`src/rtl/writeback_stage.sv`:
```
// writeback_stage: final RV32 pipeline stage feeding the register file.
// Accepts MEM results over valid/ready and formats load data. One entry is
// held in the WB register, which drives the regfile write port and the WB
// forwarding bus. The regfile writes on negedge, so an entry loaded at
// posedge N is written at negedge N.
module writeback_stage #(
  parameter int DATA_WIDTH        = 32,
  parameter int ADDRESS_BIT_WIDTH = 5
) (
  input  logic                         clk,
  input  logic                         rstn,
  input  logic                         en,
  input  logic                         in_valid,
  output logic                         in_ready,
  input  logic [ADDRESS_BIT_WIDTH-1:0] in_rd,
  input  logic [DATA_WIDTH-1:0]        in_result,
  input  logic                         in_load,
  input  logic [2:0]                   in_funct3,
  input  logic [1:0]                   in_addr_lo,
  input  logic                         in_reg_write,
  output logic [ADDRESS_BIT_WIDTH-1:0] A3,
  output logic [DATA_WIDTH-1:0]        WD3,
  output logic                         WE3,
  output logic                         fwd_valid,
  output logic [ADDRESS_BIT_WIDTH-1:0] fwd_rd,
  output logic [DATA_WIDTH-1:0]        fwd_data,
  output logic                         load_err,
  output logic [31:0]                  retire_count
);

  localparam logic [2:0] F3_LB  = 3'b000;
  localparam logic [2:0] F3_LH  = 3'b001;
  localparam logic [2:0] F3_LW  = 3'b010;
  localparam logic [2:0] F3_LBU = 3'b100;
  localparam logic [2:0] F3_LHU = 3'b101;

  // A load is illegal when misaligned for its width or when funct3 is not a load width.
  function automatic logic load_illegal(input logic [2:0] funct3, input logic [1:0] addr_lo);
    logic bad;
    case (funct3)
      F3_LB, F3_LBU: bad = 1'b0;
      F3_LH, F3_LHU: bad = addr_lo[0];
      F3_LW:         bad = (addr_lo != 2'b00);
      default:       bad = 1'b1;
    endcase
    return bad;
  endfunction

  // Extract the addressed byte/half from the aligned load word and extend it.
  function automatic logic [DATA_WIDTH-1:0] load_format(input logic [DATA_WIDTH-1:0] raw,
                                                        input logic [2:0]            funct3,
                                                        input logic [1:0]            addr_lo);
    logic [DATA_WIDTH-1:0] shifted;
    logic [DATA_WIDTH-1:0] res;
    shifted = raw >> {addr_lo, 3'b000};
    case (funct3)
      F3_LB:   res = {{(DATA_WIDTH-8){shifted[7]}}, shifted[7:0]};
      F3_LBU:  res = {{(DATA_WIDTH-8){1'b0}}, shifted[7:0]};
      F3_LH:   res = {{(DATA_WIDTH-16){shifted[15]}}, shifted[15:0]};
      F3_LHU:  res = {{(DATA_WIDTH-16){1'b0}}, shifted[15:0]};
      F3_LW:   res = shifted;
      default: res = raw;
    endcase
    return res;
  endfunction

  logic                         wb_valid_r;
  logic [ADDRESS_BIT_WIDTH-1:0] wb_rd_r;
  logic [DATA_WIDTH-1:0]        wb_data_r;
  logic                         wb_we_r;
  logic                         load_err_r;
  logic [31:0]                  retire_count_r;

  logic                         accept_s;
  logic                         retire_s;
  logic                         next_err_s;
  logic [DATA_WIDTH-1:0]        next_data_s;
  logic                         write_s;

  // Handshake and formatting of the incoming entry.
  always_comb begin
    in_ready    = en | ~wb_valid_r;
    accept_s    = in_valid & in_ready;
    retire_s    = wb_valid_r & en;
    next_err_s  = 1'b0;
    next_data_s = in_result;
    if (in_load) begin
      next_err_s = load_illegal(in_funct3, in_addr_lo);
      if (next_err_s) begin
        next_data_s = in_result;
      end else begin
        next_data_s = load_format(in_result, in_funct3, in_addr_lo);
      end
    end else begin
      next_err_s  = 1'b0;
      next_data_s = in_result;
    end
  end

  // WB entry register: accept wins over retire, otherwise hold.
  always_ff @(posedge clk or negedge rstn) begin
    if (!rstn) begin
      wb_valid_r <= 1'b0;
      wb_rd_r    <= {ADDRESS_BIT_WIDTH{1'b0}};
      wb_data_r  <= {DATA_WIDTH{1'b0}};
      wb_we_r    <= 1'b0;
      load_err_r <= 1'b0;
    end else if (accept_s) begin
      wb_valid_r <= 1'b1;
      wb_rd_r    <= in_rd;
      wb_data_r  <= next_data_s;
      wb_we_r    <= in_reg_write;
      load_err_r <= next_err_s;
    end else if (retire_s) begin
      wb_valid_r <= 1'b0;
      load_err_r <= 1'b0;
    end
  end

  // Retired-entry counter, wraps naturally at 2^32.
  always_ff @(posedge clk or negedge rstn) begin
    if (!rstn) begin
      retire_count_r <= 32'd0;
    end else if (retire_s) begin
      retire_count_r <= retire_count_r + 32'd1;
    end
  end

  // Regfile port and forwarding bus, derived only from the WB register.
  always_comb begin
    write_s      = wb_valid_r & wb_we_r & (wb_rd_r != {ADDRESS_BIT_WIDTH{1'b0}}) & ~load_err_r;
    A3           = wb_rd_r;
    WD3          = wb_data_r;
    WE3          = write_s;
    fwd_valid    = write_s;
    fwd_rd       = wb_rd_r;
    fwd_data     = wb_data_r;
    load_err     = wb_valid_r & load_err_r;
    retire_count = retire_count_r;
  end

endmodule

```
`config.mk`:
```
export PLATFORM = sky130hd
export DESIGN_NAME = writeback_stage
export DESIGN_NICKNAME = d
export VERILOG_FILES = /design/src/rtl/writeback_stage.sv
export SDC_FILE = /design/constraint.sdc
export NUM_CORES = 1
export LEC_CHECK = 0
export CAP_MARGIN = 20
export CORE_MARGIN = 2
export CORE_UTILIZATION = 49
export CTS_BUF_LIST = sky130_fd_sc_hd__clkbuf_4 sky130_fd_sc_hd__clkbuf_8
export DETAILED_ROUTE_END_ITERATION = 12
export DONT_BUFFER_PORTS = 1
export GPL_TIMING_DRIVEN = 1
export SYNTH_ARGS = -nofsm -noshare
export SYNTH_HDL_FRONTEND = slang
export SYNTH_SLANG_ARGS = --single-unit
```
`constraint.sdc`:
```
create_clock -name clk -period 2.86 [get_ports clk]
set_input_delay 0.858 -clock clk [delete_from_list [all_inputs] [get_ports clk]]
set_output_delay 0.858 -clock clk [all_outputs]
set_load 0.01 [all_outputs]
```
After elaboration in Yosys (flattened, before gate mapping)
Index checks and enable logic that the tools add are counted.
Widths: inputs -> output; s select.
- $add $sub $neg: 1
- equal/unequal tests: 4
- shift-type cells: 1
- multiplexer cells: 9
- bitwise operators: 9
- reductions and logical operators: 6
- operators by type and width (operator ; number):
    $pmux 32 s5 ; 1
    $mux 32 ; 2
    $add 32x1->32 const B ; 1
    $shr 32x5->32 ; 1
    $and 1x1->1 ; 6
    $eq 3x3->1 const B ; 2
    $mux 1 ; 5
    $reduce_bool 5->1 ; 1
    $reduce_bool 2->1 ; 2
    $reduce_or 2->1 ; 2
    $eq 3x1->1 const B ; 1
    $eq 3x2->1 const B ; 1
    $logic_not 3->1 ; 1
    $pmux 1 s3 ; 1
    $not 1->1 ; 2
    $or 1x1->1 ; 1
- register bits: 72
- input bits: 48
- output and inout port bits: 110
- logic and storage cells: 36

Logic depth before layout (Yosys ltp)
Gate-level depths: netlist of the first run.
- word-level depth: 6
- mapped depth: 7
- mapped depth without buffers: 6

Least setup slack after synthesis of the first run
Ideal clock, no wire load.
- kind: input port to flip-flop
- start: input port in_funct3[0]
- end: register wb_data_r[21] (netlist: WD3[21])
- setup time: 0.066 ns
- arrival: 2.298 ns
- data required time: 2.794 ns
- setup slack: 0.496 ns
- stages: 6
- buffers on the path: 1
- cells stage by stage: nor4_1 o21ai_0 or4_1 nor2_2 buf_4 a221o_1
- cells in the longest elaborated chain, start to end: 6
- elaborated cells between the ends (all ways): 12
- classes of those cells: eq/ne: 4; mux: 5; reduce/logical: 3
- ends and longest elaborated chain (what ; RTL line ; RTL):
    start, declared ; 18 ; input logic [2:0] in_funct3,
    $eq 3x3->1 (tied with other cells) ; 40, 56 ;
    $reduce_or 2->1 ; 40 ; case (funct3)
    $pmux 1 s3 ; 40 ;
    $mux 1 ; 87 ; if (in_load) begin
    $mux 32 * ; 89 ; if (next_err_s) begin
    $mux 32 * ; 87 ;
    end signal, assigned ; 105 ; wb_data_r <= {DATA_WIDTH{1'b0}};
    end signal, assigned ; 111 ; wb_data_r <= next_data_s;
    end, declared ; 69 ; logic [DATA_WIDTH-1:0] wb_data_r;
Mark *: on every way between the ends. The rest lies on a longest branch, timed or not. The select of a mux whose other input is x is not followed.
A chain may end at the register's enable or synchronous reset.

Worst setup path in the final report of the first run
- start: register wb_rd_r[0] (netlist: A3[0])
- end: output port fwd_valid
- cells in the longest elaborated chain, start to end: 3
- ends and longest elaborated chain (what ; RTL line ; RTL):
    start, declared ; 68 ; logic [ADDRESS_BIT_WIDTH-1:0] wb_rd_r;
    start signal, assigned ; 104 ; wb_rd_r <= {ADDRESS_BIT_WIDTH{1'b0}};
    start signal, assigned ; 110 ; wb_rd_r <= in_rd;
    $reduce_bool 5->1 ; 131 ; write_s = wb_valid_r & wb_we_r & (wb_rd_r != {ADDRESS_BIT_WIDTH{1'b0}}) & ~load_err_r;
    $and 1x1->1 (2 in a row) ; 131 ;
    end, declared ; 24 ; output logic fwd_valid,
Every way passes these cells.

==> reports/metrics.yaml, run 1 <==
max_cap_violations: 0
maxSlewHeadroom: 0.570
synth_area_um2: 3870
netlist_instances: 385
routed_via_density: 6.01
drtAntennaViolNets: 0
reg2reg_to: "retire_count[31]"
grt_pass1_wl_um: 14300
initial_core_util: 0.503
drive_gt1_frac: 0.125
nNetsFinal: 395
crit_path_end_kind: "output pin"
finalCritPeriodShare: 0.851
antenna_found_initial: 0
ios: 158
dr.pass1.iters: 4
grt_max_degree: 73
status: "finished, final reports clean"
postCtsHoldBufs: 0
portBuffers: 0
wire_per_inst_um: 19.8
hpwl_um: 6340
max_freq_mhz: 411
cp_slowest_cell: "or4_1"
path_cells: "or4_1, nor2_1, nor3_1"
p_leak_nw: 1.73
dieArea_um2: 8620
post_cts_buffers: 0
clock_path_buffers: 2
setup_viol: 0
worstMarginPinSlew_ns: 0.640
critPathArrivalTime_ns: 1.58
hold_viol: 0
ys.flop_type: "dfrtp_1"
cts_tree: "done"
cp_max_fo: 4
yosys_register_bits: 72
cp-start-kind: "register"
cts_root_buf: "clkbuf_8"
grt_setup_unrepaired: "no"
power_density_nw_per_um2: 631
clk_latency_ns: 0.35
htree_levels: 3
core_area_um2: 7690
tns_ns: 0
wl_um: 8950
cp.required_ns: 2.00
numCtsBuffers: 9
gr-usage-all-layers: 0.214
clk_pin_slew_ns: 0.08
min_path_type: "in -> async"
drv_slew: 0
num_antenna_cells: 0
cp_slowest_stage_delay_ns: 0.54
die_w_um: 92.9
vias: 2721
yosysUniqueCellTypes: 44
fin_worst_skew_ns: 0.0156
synth.avg_cell_area_um2: 10.0
cts.sinks: 72
synth_seq_area_share: 0.466
r2r-start: "retire_count[6]"
gp_congestion: 0.796
area_growth_syn_to_layout_pct: -0.0969
synth_nets: 434
yosys_warnings: 0
vdd_drop_max_mv: 0.241
dpl.cell_count: 437
post_cts_resized: 0
reg2regPathDepth: 5
grt_overflow_total: 0
path_class: "reg -> out"
drc_errors: 0
min_period_ns: 2.43
drt-initial-drc-count: 166
synth_edf_count: 0
fin_cells: 453
rows: 32
grt_pass1_vias: 2650
postSynth.asyncResetShare: 1.00
r2r_slack_ns: 0.67
die_h_um: 92.9
Yosys cell counts (2+ instances only):
cell | count | area [um^2]
or4_1 | 2 | 15.0
nand2b_1 | 2 | 12.5
mux2_2 | 4 | 45.0
buf_2 | 3 | 15.0
buf_4 | 39 | 293
mux2i_1 | 8 | 80.1
a31oi_1 | 9 | 56.3
xnor2_1 | 20 | 175
nand2_1 | 70 | 263
mux4_2 | 8 | 180
a21oi_1 | 8 | 40.0
nor2_1 | 18 | 67.6
and3_1 | 6 | 37.5
inv_1 | 3 | 11.3
nor3_1 | 4 | 20.0
nand3_2 | 2 | 20.0
nand3_1 | 14 | 70.1
nor4_1 | 2 | 12.5
xor2_1 | 10 | 87.6
nand4_1 | 4 | 25.0
clkbuf_1 | 13 | 48.8
o22ai_1 | 2 | 12.5
o21ai_0 | 25 | 125
and4_1 | 3 | 26.3
dfrtp_1 | 72 | 1800
a221o_1 | 15 | 150
nor2b_1 | 2 | 12.5
power breakdown:
group	total, W	internal (W)	switching [W]
Combinational	0.000267	0.000140	0.000126
Sequential	0.00138	0.00114	0.000244
Clock	0.000790	0.000428	0.000361
Total	0.00244	0.00171	0.000732
state kept, by name, indices dropped and copies added (netlist names):
name and cells:
A3 5, WD3 32, load_err_r 1, retire_count 32
wb_valid_r 1, wb_we_r 1
worst max-delay path by stage:
stage	endpoint	slack, ns	startpoint
global placement	retire_count[31]	0.54	en
floorplan	WD3[21]	0.50	in_funct3[0]
CTS	fwd_valid	0.39	A3[0]
detailed placement	WD3[19]	0.51	in_funct3[0]
finish	fwd_valid	0.43	A3[0]
global route	WE3	0.29	A3[0]
cell type report:
cell class	count	area, um^2
Clock buffer	12	146
Clock inverter	4	45.0
Fill cell	729	3820
Inverter	3	11.3
Multi-Input combinational cell	254	1690
Sequential cell	72	1800
Tap cell	102	128
Timing Repair Buffer	6	45.0
kinds of logic after synthesis:
group,synth area share
mux,0.0789
flops,0.466
simple gates,0.169
compound gates,0.113
xor+xnor,0.0721
fa+ha+maj,0.00323
buf+inv,0.0980
stage by stage:
step	hold WS [ns]	total power (W)	setup WS [ns]	instance area [um^2]	util
5_1_grt	0.176	0.00256	0.291	3860	0.503
3_5_place_dp	0.470	0.00167	0.510	3670	0.478
2_1_floorplan	0.446	0.00170	0.496	3870	-
3_3_place_gp	0.466	0.00166	0.539	3670	0.478
6_report	0.205	0.00244	0.425	3860	0.503
4_1_cts	0.178	0.00247	0.394	3860	0.503
routing by layer:
metal / share of wire / vias up / track usage
met3: 0.10 / 12 / 0.0944
met2: 0.49 / 107 / 0.339
met1: 0.40 / 1357 / 0.266
met4: 0.013 / 0 / 0.0588
met5: 0 / - / 0
li1: - / 1245 / -
worst max-delay path, delay by kind of cell (launching register included):
| kind | cells | cell delay, ns |
|---|---|---|
| AND/OR/NAND/NOR | 3 | 0.76 |
| flip-flops | 1 | 0.47 |
placed cells by master, fill, tap and decap left out, types with 2 or more instances in the layout:
| master | n |
|---|---|
| a31oi_1 | 9 |
| nor4_1 | 2 |
| nor2_1 | 18 |
| nand3_1 | 14 |
| mux2i_1 | 8 |
| dfrtp_1 | 72 |
| xor2_1 | 10 |
| or4_1 | 2 |
| and2_1 | 2 |
| clkinv_2 | 3 |
| nand2b_1 | 2 |
| o21ai_0 | 24 |
| mux4_2 | 8 |
| mux2_2 | 4 |
| a21oi_1 | 8 |
| xnor2_1 | 20 |
| and3_1 | 6 |
| clkbuf_8 | 9 |
| a221o_1 | 15 |
| and4_1 | 3 |
| buf_4 | 6 |
| nor3_1 | 4 |
| nand3_2 | 2 |
| clkbuf_4 | 3 |
| nand4_1 | 4 |
| nand2_1 | 70 |
| o22ai_1 | 2 |
| inv_1 | 3 |
| nor2b_1 | 2 |
(Power assumes the default switching activity.)
==> inputs of run 2 (changes only) <==
Settings changed: SLEW_MARGIN set to 20.
==> results of run 2 <==
Same layout as run 1: the final DEF is identical, and so are final timing and power.
